==> config.mk <==
export PLATFORM = sky130hd
export DESIGN_NAME = rv_fetch_unit_flat
export DESIGN_NICKNAME = d
export VERILOG_FILES = /design/src/rtl/rv_fetch_pkg.sv /design/src/rtl/rv_fetch_if.sv /design/src/rtl/rv_fetch_queue.sv /design/src/rtl/rv_fetch_unit.sv /design/src/flat_wrapper.sv
export SDC_FILE = /design/constraint.sdc
export NUM_CORES = 1
export LEC_CHECK = 0
export ABC_AREA = 1
export BUFFER_PORTS_ARGS = -buffer_cell sky130_fd_sc_hd__buf_2
export CELL_PAD_IN_SITES_DETAIL_PLACEMENT = 0
export CELL_PAD_IN_SITES_GLOBAL_PLACEMENT = 1
export CORE_UTILIZATION = 41
export DETAILED_ROUTE_END_ITERATION = 8
export HOLD_SLACK_MARGIN = 0.12
export PLACE_DENSITY = 0.88
export REMOVE_ABC_BUFFERS = 1
export SETUP_SLACK_MARGIN = 0.02
export SKIP_LAST_GASP = 1
export SLEW_MARGIN = 20
export SYNTH_ARGS = -nofsm -noshare
export SYNTH_HDL_FRONTEND = slang
export SYNTH_HIERARCHICAL = 1
export SYNTH_SLANG_ARGS = --single-unit
==> constraint.sdc <==
create_clock -name CLOCK_50 -period 3.1 [get_ports CLOCK_50]
set_input_delay 0.155 -clock CLOCK_50 [delete_from_list [all_inputs] [get_ports CLOCK_50]]
set_output_delay 0.155 -clock CLOCK_50 [all_outputs]
set_load 0.02 [all_outputs]
==> src/rtl/rv_fetch_pkg.sv <==
// Shared types and constants for the rv_fetch_unit instruction-fetch stage.
package rv_fetch_pkg;

    localparam int unsigned FETCH_PC_W = 11;
    localparam logic [6:0]  OPC_HALT   = 7'h7F;
    localparam int unsigned PC_INC     = 4;

    typedef enum logic [1:0] {
        IDLE  = 2'd0,
        FETCH = 2'd1,
        HALT  = 2'd2
    } fetch_state_t;

    typedef struct packed {
        logic [31:0]           instr;
        logic [FETCH_PC_W-1:0] pc;
    } fetch_entry_t;

endpackage

==> src/rtl/rv_fetch_if.sv <==
// Fetch-stage bus: instruction-memory port, datapath handshake and redirect.
// Optional fetch_misalign signal exists only with FETCH_MISALIGN_TRAP_EN defined.
interface rv_fetch_if
    import rv_fetch_pkg::*;
#(
    parameter int unsigned PC_W = FETCH_PC_W
);
    logic            imem_en;
    logic [PC_W-3:0] imem_addr;
    logic [31:0]     imem_rdata;
    logic [31:0]     instr;
    logic [PC_W-1:0] instr_pc;
    logic            instr_valid;
    logic            instr_ready;
    logic            redirect_valid;
    logic [PC_W-1:0] redirect_pc;
    logic            run;
`ifdef FETCH_MISALIGN_TRAP_EN
    logic            fetch_misalign;
`endif

    modport master (
        output imem_en, imem_addr, instr, instr_pc, instr_valid, run,
`ifdef FETCH_MISALIGN_TRAP_EN
        output fetch_misalign,
`endif
        input  imem_rdata, instr_ready, redirect_valid, redirect_pc
    );

    modport slave (
        input  imem_en, imem_addr, instr, instr_pc, instr_valid, run,
`ifdef FETCH_MISALIGN_TRAP_EN
        input  fetch_misalign,
`endif
        output imem_rdata, instr_ready, redirect_valid, redirect_pc
    );
endinterface

==> src/rtl/rv_fetch_queue.sv <==
// Two-entry registered-output FIFO of fetch entries; flush overrides push.
module rv_fetch_queue
    import rv_fetch_pkg::*;
(
    input  logic         clk,
    input  logic         rst_n,
    input  logic         push_i,
    input  logic         pop_i,
    input  logic         flush_i,
    input  fetch_entry_t din_i,
    output fetch_entry_t head_o,
    output logic [1:0]   count_o,
    output logic         full_o,
    output logic         empty_o
);
    fetch_entry_t ent0_q, ent1_q;
    logic [1:0]   count_q;
    logic         pop_ok;

    assign pop_ok = pop_i && (count_q != 2'd0);

    // ent0_q is always the head, so the output is a plain register.
    always_ff @(posedge clk or negedge rst_n) begin
        if (!rst_n) begin
            ent0_q  <= '0;
            ent1_q  <= '0;
            count_q <= '0;
        end else if (flush_i) begin
            count_q <= '0;
        end else begin
            case ({push_i, pop_ok})
                2'b10: begin
                    if (count_q == 2'd0) begin
                        ent0_q  <= din_i;
                        count_q <= 2'd1;
                    end else if (count_q == 2'd1) begin
                        ent1_q  <= din_i;
                        count_q <= 2'd2;
                    end
                end
                2'b01: begin
                    ent0_q  <= ent1_q;
                    count_q <= count_q - 2'd1;
                end
                2'b11: begin
                    if (count_q == 2'd1) begin
                        ent0_q <= din_i;
                    end else begin
                        ent0_q <= ent1_q;
                        ent1_q <= din_i;
                    end
                end
                default: ;
            endcase
        end
    end

    assign head_o  = ent0_q;
    assign count_o = count_q;
    assign full_o  = (count_q == 2'd2);
    assign empty_o = (count_q == 2'd0);

endmodule

==> src/rtl/rv_fetch_unit.sv <==
// Instruction-fetch stage: issues word reads, buffers responses, handles redirect/halt.
// Optional misaligned-redirect trap enabled by defining FETCH_MISALIGN_TRAP_EN.
module rv_fetch_unit
    import rv_fetch_pkg::*;
#(
    parameter int unsigned     PC_W     = FETCH_PC_W,
    parameter logic [PC_W-1:0] RESET_PC = '0,
    parameter logic [6:0]      HALT_OPC = OPC_HALT
) (
    input logic        CLOCK_50,
    input logic        rst_n,
    rv_fetch_if.master bus
);
    fetch_state_t    state_q, state_d;
    logic [PC_W-1:0] fetch_pc_q, fetch_pc_d, req_pc_q;
    logic            epoch_q, epoch_d, tag_q, inflight_q, run_q;
    logic            issue, pop, push, flush, redirect, halt_hit;
    logic [2:0]      occupancy;
    logic [1:0]      q_count;
    logic            q_full, q_empty;
    fetch_entry_t    q_din, q_head;
`ifdef FETCH_MISALIGN_TRAP_EN
    logic            misalign_q, misalign_d;
`endif

    assign pop       = !q_empty && bus.instr_ready;
    assign push      = inflight_q && (tag_q == epoch_q) && (state_q == FETCH);
    assign redirect  = (state_q == FETCH) && bus.redirect_valid;
    assign halt_hit  = pop && (q_head.instr[6:0] == HALT_OPC);
    // Slots committed after this cycle: queued minus popped plus the read in flight.
    assign occupancy = {1'b0, q_count} - {2'b00, pop} + {2'b00, inflight_q};
    assign q_din     = '{instr: bus.imem_rdata, pc: req_pc_q};

    always_comb begin
        state_d    = state_q;
        fetch_pc_d = fetch_pc_q;
        epoch_d    = epoch_q;
        issue      = 1'b0;
        flush      = 1'b0;
`ifdef FETCH_MISALIGN_TRAP_EN
        misalign_d = misalign_q;
`endif
        case (state_q)
            IDLE: state_d = FETCH;
            FETCH: begin
                if (redirect) begin
                    flush = 1'b1;
`ifdef FETCH_MISALIGN_TRAP_EN
                    if (bus.redirect_pc[1:0] != 2'b00) begin
                        misalign_d = 1'b1;
                        state_d    = HALT;
                    end else begin
                        epoch_d    = ~epoch_q;
                        fetch_pc_d = bus.redirect_pc;
                    end
`else
                    epoch_d    = ~epoch_q;
                    fetch_pc_d = bus.redirect_pc & ~PC_W'(3);
`endif
                end else if (halt_hit) begin
                    flush   = 1'b1;
                    state_d = HALT;
                end else if ((occupancy < 3'd2) && !(q_full && !pop)) begin
                    issue      = 1'b1;
                    fetch_pc_d = fetch_pc_q + PC_W'(PC_INC);
                end
            end
            HALT: ;
            default: state_d = IDLE;
        endcase
    end

    always_ff @(posedge CLOCK_50 or negedge rst_n) begin
        if (!rst_n) begin
            state_q    <= IDLE;
            fetch_pc_q <= RESET_PC;
            req_pc_q   <= '0;
            epoch_q    <= 1'b0;
            tag_q      <= 1'b0;
            inflight_q <= 1'b0;
            run_q      <= 1'b0;
        end else begin
            state_q    <= state_d;
            fetch_pc_q <= fetch_pc_d;
            epoch_q    <= epoch_d;
            inflight_q <= issue;
            run_q      <= (state_d == FETCH);
            if (issue) begin
                req_pc_q <= fetch_pc_q;
                tag_q    <= epoch_q;
            end
        end
    end

`ifdef FETCH_MISALIGN_TRAP_EN
    always_ff @(posedge CLOCK_50 or negedge rst_n) begin
        if (!rst_n) misalign_q <= 1'b0;
        else        misalign_q <= misalign_d;
    end
    assign bus.fetch_misalign = misalign_q;
`endif

    rv_fetch_queue u_queue (
        .clk     (CLOCK_50),
        .rst_n   (rst_n),
        .push_i  (push),
        .pop_i   (pop),
        .flush_i (flush),
        .din_i   (q_din),
        .head_o  (q_head),
        .count_o (q_count),
        .full_o  (q_full),
        .empty_o (q_empty)
    );

    assign bus.imem_en     = issue;
    assign bus.imem_addr   = fetch_pc_q[PC_W-1:2];
    assign bus.instr       = q_head.instr;
    assign bus.instr_pc    = q_head.pc;
    assign bus.instr_valid = !q_empty;
    assign bus.run         = run_q;

endmodule

==> src/flat_wrapper.sv <==
// flat-port wrapper written by rule: the top's interface ports become plain ports
module rv_fetch_unit_flat import rv_fetch_pkg::*;
#(
    parameter int unsigned     PC_W     = FETCH_PC_W,
    parameter logic [PC_W-1:0] RESET_PC = '0,
    parameter logic [6:0]      HALT_OPC = OPC_HALT
)
  (CLOCK_50, rst_n, bus_imem_en, bus_imem_addr, bus_instr, bus_instr_pc, bus_instr_valid, bus_run, bus_imem_rdata, bus_instr_ready, bus_redirect_valid, bus_redirect_pc);
  rv_fetch_if #(.PC_W(PC_W)) bus_i ();
  input logic CLOCK_50;
  input logic rst_n;
  output wire logic [$bits(bus_i.imem_en)-1:0] bus_imem_en;
  output wire logic [$bits(bus_i.imem_addr)-1:0] bus_imem_addr;
  output wire logic [$bits(bus_i.instr)-1:0] bus_instr;
  output wire logic [$bits(bus_i.instr_pc)-1:0] bus_instr_pc;
  output wire logic [$bits(bus_i.instr_valid)-1:0] bus_instr_valid;
  output wire logic [$bits(bus_i.run)-1:0] bus_run;
  input wire logic [$bits(bus_i.imem_rdata)-1:0] bus_imem_rdata;
  input wire logic [$bits(bus_i.instr_ready)-1:0] bus_instr_ready;
  input wire logic [$bits(bus_i.redirect_valid)-1:0] bus_redirect_valid;
  input wire logic [$bits(bus_i.redirect_pc)-1:0] bus_redirect_pc;
  assign bus_imem_en = bus_i.imem_en;
  assign bus_imem_addr = bus_i.imem_addr;
  assign bus_instr = bus_i.instr;
  assign bus_instr_pc = bus_i.instr_pc;
  assign bus_instr_valid = bus_i.instr_valid;
  assign bus_run = bus_i.run;
  assign bus_i.imem_rdata = bus_imem_rdata;
  assign bus_i.instr_ready = bus_instr_ready;
  assign bus_i.redirect_valid = bus_redirect_valid;
  assign bus_i.redirect_pc = bus_redirect_pc;
  rv_fetch_unit #(.PC_W(PC_W), .RESET_PC(RESET_PC), .HALT_OPC(HALT_OPC)) u_core (.CLOCK_50(CLOCK_50), .rst_n(rst_n), .bus(bus_i));
endmodule
==> results.json <==
{
  "outcome": "completed",
  "insertion_delay_ns": 0.36,
  "yosysTopAreaCellShare": 0.411,
  "drc": 0,
  "synthToLayoutAreaGrowth_pct": 17.1,
  "cp_common_cell": "inv_1",
  "yosys_warnings": 6,
  "period_share": 0.930,
  "vias": 6463,
  "finalNonFillerCells": 1362,
  "root_buffer": "clkbuf_16",
  "ios": 102,
  "hold_violations": 0,
  "port_buffers": 99,
  "wire_per_inst_microns": 12.4,
  "postRouteAntennaNets": 0,
  "period_needed_ns": 2.88,
  "seq_area_frac_synth": 0.411,
  "start_util": 0.425,
  "fmaxAchievable_mhz": 347,
  "nets": 1195,
  "drt-initial-drc-count": 422,
  "relSlewSlack": 0.465,
  "place_area_sq_mm": 0.00755,
  "critPathLaunchType": "flip-flop",
  "num_rows": 46,
  "overflow": 0,
  "cts.sinks": 112,
  "die_w_microns": 131,
  "pwr_density_cell_mw_per_mm2": 913,
  "postSynthCellCount": 1056,
  "tightest_slew_ns": 0.803,
  "layout-drive-gt1-share": 0.134,
  "yosysTopAreaCell": "dfrtp_1",
  "peakVddDrop_mv": 0.479,
  "rsz0062_at_grt": "no",
  "yosys-top-cells-area": "dfrtp_1 (41%), nand2_1 (28%), a21oi_1 (5.8%)",
  "grt_pass1_vias": 5991,
  "maxSlewViolCount": 0,
  "cpMaxStageDelayCell": "fa_1",
  "p_leak_nw": 4.18,
  "dieArea_sq_mm": 0.0172,
  "grt_max_degree": 63,
  "grt_pass1_wl_microns": 28600,
  "crit_fanout": 5,
  "cap_violations": 0,
  "hold_class": "input pin to flip-flop",
  "place_ws_ns": 0.175,
  "clock_path_buffers": 2,
  "n_antenna_cell": 0,
  "cts_tree": "done",
  "worst-setup-path-type": "flip-flop to output pin",
  "h-tree-depth": 3,
  "ys_types": 29,
  "via_per_inst": 4.75,
  "setup_ws_ns": 0.217,
  "core_sq_mm": 0.0161,
  "synth_area_sq_mm": 0.00682,
  "total_power_mw": 7.29,
  "synth_seq_cells": 112,
  "place_congestion": 0.758,
  "numCtsBuffers": 9,
  "dieHeight_microns": 131,
  "cpPeakStageDelay_ns": 0.42,
  "track_usage": 0.211,
  "syn_avg_cell_area_sq_um": 6.46,
  "end_kind": "output pin",
  "clk_pin_slew_ns": 0.07,
  "setup_viol": 0,
  "place_hpwl_microns": 10500,
  "path_cells": "inv_2 -> ha_4 -> inv_1 -> nand2_1 -> inv_1 -> ha_1 -> nor2_1 -> fa_1 -> nand3b_1 -> nor2_2 -> nand2_2 -> nor2_4 -> buf_4",
  "hold_ws_ns": 0.142,
  "dp.cells": 1334,
  "final_area_sq_mm": 0.00799,
  "antenna_found_initial": 0,
  "worstPathArrival_ns": 2.73,
  "drt-pass1-iter-count": 8,
  "drt_wl_total_microns": 16800,
  "cp_data_required_time_ns": 2.94,
  "clock_skew_ns": 0.00705
}
[kinds of logic after synthesis]
kind of cell               synth area share
other                              0.000550
AOI/OAI and AO/OA                     0.140
adders and majority gates            0.0139
buffers and inverters                 0.104
xor gates and xnor gates            0.00385
and+or+nand+nor                       0.327
DFF                                   0.411
[power by group]
group | total (mW) | internal [mW] | switching [mW]
registers | 2.47 | 2.04 | 0.426
logic | 3.62 | 1.26 | 2.36
clock network | 1.20 | 0.657 | 0.540
[worst max-delay path, delay by kind of cell (launching register included)]
family	cells	cell delay [ns]
buffers and inverters	4	0.38
and+or+nand+nor	6	0.71
DFF	1	0.41
adders and majority gates	3	0.86
[final cells by class]
| class | count | area, sq um |
|---|---|---|
| clock buffers | 15 | 298 |
| clock inverters | 1 | 7.51 |
| fillers | 1633 | 8070 |
| inverters | 109 | 409 |
| multi-input cells | 781 | 3370 |
| flip-flops and latches | 112 | 2800 |
| well taps | 216 | 270 |
| repair buffers | 128 | 828 |
[placed cells by master (no fill, tap or decap), types with 2 or more instances in the layout]
cell type,count
nand4_1,2
nor2_2,2
buf_12,7
buf_4,15
nand2_2,4
nor2_1,26
a31oi_1,3
dlygate4sd3_1,9
ha_1,4
a21oi_1,79
clkbuf_8,5
conb_1,5
clkbuf_16,9
o21ai_0,60
o21ai_1,42
o211ai_1,2
inv_2,7
nor2_4,2
inv_1,101
dfrtp_1,112
buf_2,97
nand3_1,25
xnor2_1,2
nand2_1,513
[registers in the layout (all words and copies together), names as in the netlist, 2 cells and up]
| signal | count |
|---|---|
| u_core/state_q | 2 |
| u_core/req_pc_q | 9 |
| u_core/fetch_pc_q | 9 |
| u_core/u_queue/head_o | 43 |
| u_core/u_queue/ent1_q | 43 |
| u_core/u_queue/count_o | 2 |
[Yosys cell counts]
cell type / instances
nand2_1: 515
dfrtp_1: 112
inv_1: 103
a21oi_1: 79
o21ai_0: 60
o21ai_1: 42
buf_2: 31
nor2_1: 27
nand3_1: 25
clkbuf_1: 15
buf_4: 11
ha_1: 6
inv_2: 5
a31oi_1: 3
nand2_2: 3
nor2_2: 3
nand4_1: 2
o211ai_1: 2
xnor2_1: 2
a21oi_2: 1
clkbuf_2: 1
clkinv_1: 1
conb_1: 1
fa_1: 1
nand3_2: 1
nand3b_1: 1
nor3_1: 1
o21bai_1: 1
xor2_1: 1
[metrics by stage]
step	TNS, ns	utilization
after floorplan	-42.51	-
after global placement	0	0.470
after detailed placement	0	0.470
after CTS	0	0.496
after global routing	0	0.498
final	0	0.498
[timing repair]
action	4_1_cts	5_1_grt
setup buffers	1	2
pin swaps	1	0
hold endpoints to repair	69	0
hold buffers	9	0
gates resized for setup	3	4
cloned	0	0
setup endpoints to repair	1	1
[path summary, 6_finish.rpt]
path / start / end / slack (ns) / depth (start not counted)
hold / removal: bus_redirect_valid / u_core/state_q[0] / 0.14 / 3
setup / recovery: u_core/u_queue/count_o[1] / bus_imem_en / 0.22 / 13
setup reg to reg: u_core/u_queue/count_o[1] / u_core/req_pc_q[2] / 0.44 / 16
hold reg to reg: u_core/state_q[1] / u_core/state_q[0] / 0.45 / 1
min in group asynchronous: rst_n / u_core/u_queue/head_o[34] / 0.41 / 2
max in group asynchronous: rst_n / u_core/u_queue/ent1_q[30] / 1.91 / 3
[routing by layer]
layer / track usage / vias to the layer above / part of all wire
li1: - / 3450 / -
met1: 0.285 / 2870 / 0.50
met2: 0.342 / 130 / 0.44
met3: 0.0428 / 13 / 0.049
met4: 0.0615 / 0 / 0.013
met5: 0 / - / 0
Power figures use the tool's default switching activity.
